===== src/rtl/rv32i_types.sv =====
// Shared type definitions for the memory-side blocks.
package rv32i_types;

    typedef enum logic [1:0] {
        IDLE    = 2'd0,
        SERVE_D = 2'd1,
        SERVE_I = 2'd2,
        RESP    = 2'd3
    } mem_arb_state_t;

endpackage


===== src/rtl/mem_arbiter.sv =====
// Arbitrates an instruction-fetch port and a data port onto one single-port memory.
// Data wins ties; request fields are latched so the memory sees a stable request.
//
// state   | meaning
// --------+-------------------------------------------------------------
// IDLE    | no transaction; arbitrate pending requests (data first)
// SERVE_D | data request issued downstream, waiting for mem_resp
// SERVE_I | fetch request issued downstream, waiting for mem_resp
// RESP    | one-cycle completion pulse on the served port
module mem_arbiter #(
    parameter int unsigned TIMEOUT_CYCLES = 1023
) (
    input  logic        clk,
    input  logic        rst,
    input  logic        imem_read,
    input  logic [31:0] imem_address,
    output logic [31:0] imem_rdata,
    output logic        imem_resp,
    input  logic        dmem_read,
    input  logic        dmem_write,
    input  logic [31:0] dmem_address,
    input  logic [3:0]  dmem_wmask,
    input  logic [31:0] dmem_wdata,
    output logic [31:0] dmem_rdata,
    output logic        dmem_resp,
    output logic        mem_read,
    output logic        mem_write,
    output logic [31:0] mem_address,
    output logic [3:0]  mem_wmask,
    output logic [31:0] mem_wdata,
    input  logic [31:0] mem_rdata,
    input  logic        mem_resp,
    output logic        err_timeout
);
    import rv32i_types::*;

    localparam int unsigned CNT_W = (TIMEOUT_CYCLES < 1) ? 1 : $clog2(TIMEOUT_CYCLES + 1);
    localparam logic [CNT_W-1:0] CNT_MAX = CNT_W'(TIMEOUT_CYCLES);

    mem_arb_state_t state_q, state_d;

    logic [31:0]      addr_q;
    logic [3:0]       wmask_q;
    logic [31:0]      wdata_q;
    logic             write_q;
    logic [31:0]      rdata_q;
    logic             served_d_q;
    logic [CNT_W-1:0] wait_cnt_q;
    logic [CNT_W-1:0] wait_cnt_inc;
    logic             err_q;
    logic             serving;
    logic             dmem_req;

    assign dmem_req     = dmem_read | dmem_write;
    assign serving      = (state_q == SERVE_D) || (state_q == SERVE_I);
    assign wait_cnt_inc = wait_cnt_q + 1'b1;

    always_comb begin
        state_d = state_q;
        case (state_q)
            IDLE: begin
                if (dmem_req) begin
                    state_d = SERVE_D;
                end else if (imem_read) begin
                    state_d = SERVE_I;
                end
            end
            SERVE_D, SERVE_I: begin
                if (mem_resp) begin
                    state_d = RESP;
                end
            end
            RESP:    state_d = IDLE;
            default: state_d = IDLE;
        endcase
    end

    always_ff @(posedge clk or posedge rst) begin
        if (rst) begin
            state_q    <= IDLE;
            addr_q     <= '0;
            wmask_q    <= '0;
            wdata_q    <= '0;
            write_q    <= 1'b0;
            rdata_q    <= '0;
            served_d_q <= 1'b0;
            wait_cnt_q <= '0;
            err_q      <= 1'b0;
        end else begin
            state_q <= state_d;
            if (state_q == IDLE) begin
                wait_cnt_q <= '0;
                if (dmem_req) begin
                    addr_q  <= dmem_address;
                    wmask_q <= dmem_wmask;
                    wdata_q <= dmem_wdata;
                    write_q <= dmem_write;
                end else if (imem_read) begin
                    addr_q  <= imem_address;
                    wmask_q <= '0;
                    wdata_q <= '0;
                    write_q <= 1'b0;
                end
            end else if (serving) begin
                if (mem_resp) begin
                    // Write completions return zero data regardless of the memory bus.
                    rdata_q    <= write_q ? 32'h0 : mem_rdata;
                    served_d_q <= (state_q == SERVE_D);
                end else if (wait_cnt_q != CNT_MAX) begin
                    wait_cnt_q <= wait_cnt_inc;
                    if (wait_cnt_inc == CNT_MAX) begin
                        err_q <= 1'b1;
                    end
                end
            end
        end
    end

    assign mem_read    = (state_q == SERVE_I) || ((state_q == SERVE_D) && !write_q);
    assign mem_write   = (state_q == SERVE_D) && write_q;
    assign mem_address = serving ? addr_q  : '0;
    assign mem_wmask   = serving ? wmask_q : '0;
    assign mem_wdata   = serving ? wdata_q : '0;

    assign imem_resp   = (state_q == RESP) && !served_d_q;
    assign dmem_resp   = (state_q == RESP) && served_d_q;
    assign imem_rdata  = imem_resp ? rdata_q : '0;
    assign dmem_rdata  = dmem_resp ? rdata_q : '0;
    assign err_timeout = err_q;

endmodule


===== config.mk =====
export PLATFORM = sky130hd
export DESIGN_NAME = mem_arbiter
export DESIGN_NICKNAME = d
export VERILOG_FILES = /design/src/rtl/rv32i_types.sv /design/src/rtl/mem_arbiter.sv
export SDC_FILE = /design/constraint.sdc
export NUM_CORES = 1
export LEC_CHECK = 0
export BUFFER_PORTS_ARGS = -buffer_cell sky130_fd_sc_hd__buf_2
export CAP_MARGIN = 20
export CORE_ASPECT_RATIO = 0.6
export CORE_MARGIN = 3
export CORE_UTILIZATION = 47
export CTS_BUF_LIST = sky130_fd_sc_hd__clkbuf_4
export CTS_CLUSTER_SIZE = 25
export DETAILED_ROUTE_END_ITERATION = 12
export GPL_TIMING_DRIVEN = 0
export PLACE_DENSITY = 0.8
export SLEW_MARGIN = 20
export SYNTH_ARGS = -nofsm -noshare
export SYNTH_HDL_FRONTEND = slang
export SYNTH_SLANG_ARGS = --single-unit

===== constraint.sdc =====
create_clock -name clk -period 3.95 [get_ports clk]
set_input_delay 0.395 -clock clk [delete_from_list [all_inputs] [get_ports clk]]
set_output_delay 0.395 -clock clk [all_outputs]
set_load 0.01 [all_outputs]

Word-level counts from Yosys, hierarchy flattened
Index checks and enable logic that the tools add are counted.
- flip-flop bits (word level): 115
- word-level logic and storage cells: 61
- bitwise logic cells: 3
- reduce and logical (&&, ||, !) cells: 18
- eq/ne operators: 8
- $add $sub $neg: 1
- muxes and demuxes: 22
- operator list (operator ; number):
    two-way mux 32 bit ; 9
    two-way mux 10 bit ; 4
    two-way mux 4 bit ; 3
    adder 10 x 1 -> 10 bit, second input constant ; 1
    == test 10 bit, second input constant ; 1
    != test 10 bit, second input constant ; 1
    two-way mux 2 bit ; 3
    one-hot mux 2 bit (3 select lines) ; 1
    AND reduction 3 bit ; 2
    nonzero test 2 bit ; 3
    AND reduction 5 bit ; 1
    == test 2 bit, second input constant ; 2
    logical AND 1 bit ; 4
    AND reduction 2 bit ; 2
    != test 3 bit, second input constant ; 1
    == test 2 x 1 -> 1 bit, second input constant ; 1
    zero test 1 bit ; 2
    zero test 2 bit ; 1
    logical OR 1 bit ; 2
    two-way mux 1 bit ; 2
    != test 2 x 1 -> 1 bit, second input constant ; 1
    != test 2 bit, second input constant ; 1
    inverter 1 bit ; 2
    OR reduction 2 bit ; 1
    bitwise OR 1 bit ; 1

Longest topological paths before layout
Gate-level depths: netlist of the first run.
- depth in word-level cells: 5
- mapped depth: 8
- gate-level depth less buffers: 6

Worst setup path before layout of the first run
OpenSTA, ideal clock, no wires.
- path kind: register -> output
- start: register state_q[1]
- end: output port imem_rdata[22]
- arrival time: 1.379 ns
- cell stages (with the launch flop): 5
- setup slack: 2.176 ns
- data required time: 3.555 ns
- cell sequence: dfrtp_1 > ha_1 > nor2b_1 > clkbuf_1 > and2_1
- longest elaborated chain between the ends: 3
- ends and longest elaborated chain (item ; RTL line ; RTL):
    from (decl) ; mem_arbiter.sv:40 ; mem_arb_state_t state_q, state_d;
    from (signal assigned) ; mem_arbiter.sv:90 ; state_q <= state_d;
    == test 2 bit ; mem_arbiter.sv:125 ; assign imem_resp = (state_q == RESP) && !served_d_q;
    logical AND 1 bit ; mem_arbiter.sv:125 ;
    net imem_resp ; mem_arbiter.sv:18 ; output logic imem_resp,
    two-way mux 32 bit ; mem_arbiter.sv:127 ; assign imem_rdata = imem_resp ? rdata_q : '0;
    to (decl) ; mem_arbiter.sv:17 ; output logic [31:0] imem_rdata,
The timed path passes the listed nets, and every way through them passes these cells.

Final worst setup path of the first run
- start: register state_q[0]
- end: output port mem_address[22]
- longest elaborated chain between the ends: 3
- ends and longest elaborated chain (item ; RTL line ; RTL):
    == test 2 x 1 -> 1 bit / == test 2 bit (equally long branches) ; mem_arbiter.sv:55 ; assign serving = (state_q == SERVE_D) || (state_q == SERVE_I);
    logical OR 1 bit * ; mem_arbiter.sv:55 ;
    two-way mux 32 bit * ; mem_arbiter.sv:121 ; assign mem_address = serving ? addr_q : '0;
    to (decl) ; mem_arbiter.sv:28 ; output logic [31:0] mem_address,
Every way passes the cells marked *; elsewhere a longest branch is shown, timed or not.

==> results of run 1 <==
[power groups by stage]
stage	combinational, mW	clock [mW]	sequential (mW)
after detailed placement	2.89	0	1.97
after CTS	2.91	0.896	1.95
after floorplan	1.84	0	1.88
after global routing	3.22	0.947	2.03
final	2.88	0.868	1.96
after global placement	2.84	0	1.96
[worst max-delay path, delay by kind of cell, from the launching register on]
kind                     cells  cell delay [ns]
adder cells (fa/ha/maj)      1             0.28
AND/OR/NAND/NOR              1             0.22
flip-flops                   1             0.46
buffers and inverters        4             1.10
[how the worst min path moves through the flow]
| stage | start | slack [ns] | endpoint | cells past startpoint |
|---|---|---|---|---|
| global placement | err_timeout$_DFFE_PP0P_ | 0.45 | err_timeout$_DFFE_PP0P_ | 1 |
| detailed placement | rst | 0.44 | rdata_q[24]$_DFFE_PP0P_ | 2 |
| global route | dmem_wdata[20] | 0.04 | wdata_q[20]$_DFFE_PP0P_ | 2 |
| finish | dmem_wdata[10] | 0.09 | wdata_q[10]$_DFFE_PP0P_ | 2 |
| CTS | dmem_wdata[20] | 0.03 | wdata_q[20]$_DFFE_PP0P_ | 2 |
| floorplan | addr_q[24]$_DFFE_PP0P_ | 0.44 | addr_q[24]$_DFFE_PP0P_ | 2 |
[state kept, by name (all words and copies together), names as in the netlist]
register and cells:
addr_q 32, rdata_q 32, wdata_q 32, wait_cnt_q 10, wmask_q 4, state_q 2, err_timeout 1, served_d_q 1
write_q 1
[per-stage QoR]
stage                     instances  utilization [%]
final                          1106            64.33
after global routing           1106            64.33
after CTS                      1106            64.33
after detailed placement       1073            61.91
after global placement         1072            61.65
after floorplan                 633                -
[cell usage in the layout (no fill, tap or decap), types with 17 or more instances in the layout]
master	count
clkbuf_4	17
clkbuf_1	34
nand2_1	107
o21ai_0	68
and3_1	34
and2_1	103
a22o_1	38
mux2i_1	33
buf_2	291
dfrtp_1	115
[kinds of logic (layout without fill, tap and decap cells)]
kind of cell | Yosys count | count (layout) | share of synthesized area [%]
AOI/OAI and AO/OA | 131 | 131 | 14.40
xor gates and xnor gates | 2 | 2 | 0.2931
adders and majority gates | 7 | 7 | 1.465
buffers and inverters | 61 | 369 | 4.688
DFF | 115 | 115 | 48.14
muxes | 35 | 35 | 5.902
and+or+nand+nor | 282 | 282 | 25.11
[what timing repair did]
action | 4_1_cts | 5_1_grt
hold endpoints to repair | 43 | 0
buffers inserted | 0 | 0
hold buffers | 1 | 0
[cell type report]
class,count,area [um2],share of cell area [%]
Clock inverter,15,158.9,2.015
Inverter,6,27.53,0.3491
Clock buffer,17,127.6,1.619
Multi-Input combinational cell,457,2820,35.77
Sequential cell,115,2878,36.50
Timing Repair Buffer,276,1409,17.87
Buffer,55,257.7,3.269
Tap cell,165,206.4,2.618
[layer usage]
layer	wire length (um)	up-vias	GRT usage [%]	share of wire (%)
met5	30	-	0	0.17
met4	325	4	8.595	1.8
met3	1199	35	5.036	6.8
met2	8201	218	39.64	46
met1	7928	2713	34.31	45
li1	-	2767	-	-
==> results.json, run 1 <==
{
  "status": "completed",
  "die_h_um": 93.36,
  "synthMostInstantiatedCell": "dfrtp_1",
  "grt_pass1_wl_mm": 27.76,
  "die-area_mm2": 0.01415,
  "antenna_found_initial": 2,
  "place_ws_ns": 1.498,
  "clk_pin_slew_ns": 0.12,
  "finalSetupTns_ns": 0,
  "core_mm2": 0.01226,
  "power_mw": 5.708,
  "ys_seq_elements": 115,
  "grt_max_degree": 73,
  "wl_per_cell_um": 15.99,
  "gp_congestion": 0.9303,
  "pin_count": 275,
  "tightestPinTransition_ns": 0.5356,
  "syn_to_final_growth_pct": 31.90,
  "viasPerCell": 5.187,
  "root_buffer": "clkbuf_4",
  "maxCapViolations": 0,
  "wirelength_mm": 17.69,
  "hpwlAfterDp_mm": 13.40,
  "rr_worst_depth": 7,
  "ys_seq_area_share_pct": 48.14,
  "synth_edf_count": 0,
  "critPathSlowestCell": "dfrtp_1",
  "crit_arrival_ns": 2.56,
  "crit_top_cell": "clkbuf_1",
  "max_freq_mhz": 338.1,
  "rrSetupSlack_ns": 1.60,
  "via_count": 5737,
  "start_util_pct": 48.78,
  "antenna_left": 0,
  "die_w_um": 151.6,
  "firstDrtPassIters": 5,
  "hold_viol": 0,
  "cts_buffer_depth": 2,
  "synth_common_cells": "115 x dfrtp_1, 107 x nand2_1, 103 x and2_1, 68 x o21ai_0, 38 x a22o_1",
  "seq_power_share_pct": 34.4,
  "insertion_delay_ns": 0.51,
  "io_buffers": 274,
  "post_dp_cell_area_mm2": 0.007589,
  "finalWorstSetupSlack_ns": 0.9925,
  "fp-row-count": 31,
  "async_flop_share_pct": 100.0,
  "worstPathRequired_ns": 3.56,
  "synthCells": 633,
  "finClkSkew_ns": 0.01681,
  "endpoint_kind": "output port",
  "timing.final.crit_period_ns": 2.957,
  "crit_path_start": "state_q[0]$_DFFE_PP0P_",
  "path_class": "reg -> out",
  "worstReg2RegEnd": "rdata_q[7]$_DFFE_PP0P_",
  "grt_use_total_pct": 24.96,
  "ctsResizeCount": 0,
  "critPathLaunchType": "flip-flop",
  "ys_top_cells_by_area": "dfrtp_1 48%, and2_1 11%, nand2_1 6.7%",
  "power_switching_mw": 2.490,
  "worstPathCellList": "inv_1 > ha_1 > clkbuf_1 > clkbuf_1 > and2_1 > buf_2",
  "hold_slack_ns": 0.09036,
  "cts_inserted_buffers": 17,
  "hold_path_class": "in -> reg",
  "yosys.area.top_type": "dfrtp_1",
  "grt_pass1_vias": 5492,
  "htreeDepth": 4,
  "final_cell_area_mm2": 0.007885,
  "yosysWarnings": 0,
  "setup_viol": 0,
  "dr.first_iter.drc_count": 230,
  "antenna_cells": 0,
  "cts_sinks": 115,
  "cts_tree": "done",
  "final_nets": 1073,
  "netlist_area_mm2": 0.005978,
  "synthDominantCellAreaShare_pct": 48.14,
  "p_comb_share_pct": 50.4,
  "max_stage_delay_ns": 0.46,
  "synth-main-ff-cell": "dfrtp_1",
  "p_leak_nw": 4.329,
  "drive_gt1_share_pct": 35.60,
  "drc_errors": 0,
  "cp-endpoint": "mem_address[22]",
  "p_per_area_mw_per_mm2": 723.9,
  "syn-mean-instance-area_um2": 9.444,
  "synth.distinct_cells": 48,
  "slew_headroom_pct": 64.29,
  "ir_drop_mv": 0.3169,
  "clkPwrFrac_pct": 15.2,
  "path_max_fanout": 10,
  "rsz0062_at_grt": "false",
  "swShare_pct": 43.62,
  "r2r-start": "state_q[0]$_DFFE_PP0P_",
  "internal-power_mw": 3.218,
  "period_share_pct": 74.87,
  "slew_violations": 0,
  "syn_nets": 778,
  "grt_overflow_total": 0,
  "n_fill_cell": 1056
}
No activity file was read; power rests on OpenSTA's default activity.
==> inputs of run 2 (changes only) <==
--- a/config.mk
+++ b/config.mk
@@ -5,6 +5,7 @@
 export SDC_FILE = /design/constraint.sdc
 export NUM_CORES = 1
 export LEC_CHECK = 0
+export ABC_AREA = 1
 export BUFFER_PORTS_ARGS = -buffer_cell sky130_fd_sc_hd__buf_2
 export CAP_MARGIN = 20
 export CORE_ASPECT_RATIO = 0.6
==> constraint.sdc (replaced) <==
create_clock -name clk -period 3.08 [get_ports clk]
set_input_delay 0.308 -clock clk [delete_from_list [all_inputs] [get_ports clk]]
set_output_delay 0.308 -clock clk [all_outputs]
set_load 0.01 [all_outputs]
==> run 2 against run 1 <==
Clock-buffer cell count is the same. Die area is essentially flat. Power grew 37%. Worst setup slack lost 0.73 ns. Critical path depth grew 2. Hold slack lost 0.052 ns. First-iteration DRC count grew 120%. Wire length grew 8.3%. Core utilization grew 4.9 points.
==> results.json, run 2 <==
{
  "critPathSlowestCell": "dfrtp_1",
  "max_stage_delay_ns": 0.43,
  "hold_start": "dmem_address[5]",
  "insertion_delay_ns": 0.52,
  "endpoint_kind": "output port",
  "finClkSkew_ns": 0.01695,
  "p_per_area_mw_per_mm2": 922.7,
  "ys_top_cells_by_area": "dfrtp_1 48%, nand2_1 16%, inv_1 7.5%",
  "crit_arrival_ns": 2.50,
  "cts_sinks": 115,
  "drc_errors": 0,
  "wl_per_cell_um": 14.13,
  "ys_seq_elements": 115,
  "yosys.area.top_type": "dfrtp_1",
  "status": "completed",
  "path_class": "reg -> out",
  "htreeDepth": 4,
  "synth_edf_count": 0,
  "netlist_area_mm2": 0.005977,
  "worstPathCellList": "inv_1 > ha_1 > buf_2 > buf_2 > buf_1 > nand2_1 > inv_1 > buf_2",
  "path_max_fanout": 10,
  "max_freq_mhz": 355.5,
  "rsz0062_at_grt": "false",
  "syn_nets": 972,
  "synth_common_cells": "249 x nand2_1, 120 x inv_1, 115 x dfrtp_1, 109 x nor2_1, 77 x nand3_1",
  "crit_path_start": "state_q[0]$_DFFE_PP0P_",
  "synthCells": 827,
  "ir_drop_mv": 0.5475,
  "ys_seq_area_share_pct": 48.15,
  "antenna_found_initial": 2,
  "grt_overflow_total": 0,
  "die-area_mm2": 0.01415,
  "drive_gt1_share_pct": 28.66,
  "grt_max_degree": 30,
  "final_nets": 1323,
  "tightestPinTransition_ns": 0.5328,
  "slew_violations": 0,
  "synth.distinct_cells": 29,
  "place_ws_ns": 0.8329,
  "wirelength_mm": 19.16,
  "r2r-start": "state_q[0]$_DFFE_PP0P_",
  "die_w_um": 151.6,
  "cts_inserted_buffers": 17,
  "yosysWarnings": 0,
  "dr.first_iter.drc_count": 515,
  "worstPathRequired_ns": 2.77,
  "hold_path_class": "in -> reg",
  "period_share_pct": 91.32,
  "hpwlAfterDp_mm": 13.98,
  "via_count": 6621,
  "n_fill_cell": 1040,
  "hold_viol": 0,
  "timing.final.crit_period_ns": 2.813,
  "fp-row-count": 31,
  "synth-main-ff-cell": "dfrtp_1",
  "antenna_left": 0,
  "p_leak_nw": 4.987,
  "crit_top_cell": "buf_2",
  "viasPerCell": 4.883,
  "clk_pin_slew_ns": 0.12,
  "grt_use_total_pct": 26.65,
  "synthMostInstantiatedCell": "nand2_1",
  "final_common_cell": "buf_2",
  "grt_pass1_vias": 6161,
  "critPathLaunchType": "flip-flop",
  "grt_pass1_wl_mm": 29.79,
  "core_mm2": 0.01226,
  "cts_tree": "done",
  "top_regs": "addr_q: 32 flops, rdata_q: 32 flops, wdata_q: 32 flops",
  "syn_to_final_growth_pct": 41.91,
  "io_buffers": 274,
  "async_flop_share_pct": 100.0,
  "syn-mean-instance-area_um2": 7.227,
  "gp_congestion": 0.8847,
  "firstDrtPassIters": 5,
  "maxCapViolations": 0,
  "pin_count": 275,
  "finalWorstSetupSlack_ns": 0.2673,
  "finalSetupTns_ns": 0,
  "cts_buffer_depth": 2,
  "slew_headroom_pct": 64.48,
  "die_h_um": 93.35,
  "layout_common_cells": "287 x buf_2, 249 x nand2_1, 119 x inv_1",
  "setup_viol": 0,
  "root_buffer": "clkbuf_4",
  "start_util_pct": 48.76,
  "synthDominantCellAreaShare_pct": 48.15
}
-- run 2: cell count changes after synthesis, sizes merged, moves of 21 or more --
cell	previous run	this run
and3	35	0
nand3	11	77
mux2i	33	0
and2	104	0
a31oi	3	32
a22o	38	0
nand2	107	251
inv	6	123
nor2	5	110
o21ai	68	47
-- run 2: report_power, final --
group	switching [mW]	internal, mW	total (mW)	leakage (nW)
logic	2.68	1.53	4.21	3.42
registers	0.305	2.16	2.46	1.41
clock network	0.600	0.554	1.15	0.148
total	3.59	4.24	7.83	4.99
-- run 2: logic make-up (layout without fill, tap and decap cells) --
family | Yosys count | after routing | synth area share (%)
xor gates and xnor gates | 2 | 2 | 0.2931
and+or+nand+nor | 443 | 443 | 29.94
adders and majority gates | 7 | 7 | 1.465
DFF | 115 | 115 | 48.15
buffers and inverters | 176 | 539 | 12.08
other | 0 | 1 | 0
muxes | 1 | 1 | 0.1884
AOI/OAI and AO/OA | 83 | 83 | 7.892
-- run 2: final timing paths --
kind	to	slack, ns	depth (start not counted)
max in group asynchronous	rdata_q[22]$_DFFE_PP0P_	2.07	5
max reg2reg	addr_q[11]$_DFFE_PP0P_	0.77	8
min reg2reg	err_timeout$_DFFE_PP0P_	0.46	2
min in group asynchronous	addr_q[4]$_DFFE_PP0P_	0.36	3
min	addr_q[5]$_DFFE_PP0P_	0.04	3
max	mem_wdata[15]	0.27	8
-- run 2: metal layers --
layer | track usage [%] | part of all wire, %
met1 | 35.69 | 43
met2 | 43.00 | 48
met5 | 0 | 0.11
met3 | 6.392 | 7.8
met4 | 8.445 | 1.8
-- run 2: critical path, delay by kind of cell, from the launching register on --
family | cells | cell delay (ns)
flip-flops | 1 | 0.43
adder cells (fa/ha/maj) | 1 | 0.28
buffers and inverters | 6 | 1.19
AND/OR/NAND/NOR | 1 | 0.10
-- run 2: metrics by stage --
stage / utilization [%] / total power, mW / hold slack, ns / cell area, um2 / std cells
after global routing: 69.18 / 8.523 / 0.0009542 / 8479 / 1355
after global placement: 61.67 / 6.472 / 0.4433 / 7559 / 1266
after floorplan: - / 5.046 / 0.4346 / 5981 / 827
final: 69.20 / 7.826 / 0.03845 / 8482 / 1356
after CTS: 68.85 / 7.829 / 0.0004327 / 8439 / 1351
after detailed placement: 62.38 / 6.580 / 0.3682 / 7646 / 1270
-- run 2: final cells by class --
| cell class | instances | area (um2) | area share [%] |
|---|---|---|---|
| Tap cell | 165 | 206.4 | 2.434 |
| Multi-Input combinational cell | 536 | 2377 | 28.03 |
| Clock buffer | 17 | 127.6 | 1.505 |
| Antenna cell | 1 | 2.502 | 0.02950 |
| Buffer | 52 | 256.5 | 3.024 |
| Timing Repair Buffer | 332 | 1999 | 23.57 |
| Clock inverter | 14 | 165.2 | 1.947 |
| Inverter | 124 | 469.2 | 5.532 |
| Sequential cell | 115 | 2878 | 33.93 |
-- run 2: what timing repair did --
action,4_1_cts,5_1_grt
hold buffers,50,4
buffers inserted,0,0
hold endpoints to repair,60,4
gates resized for setup,0,0
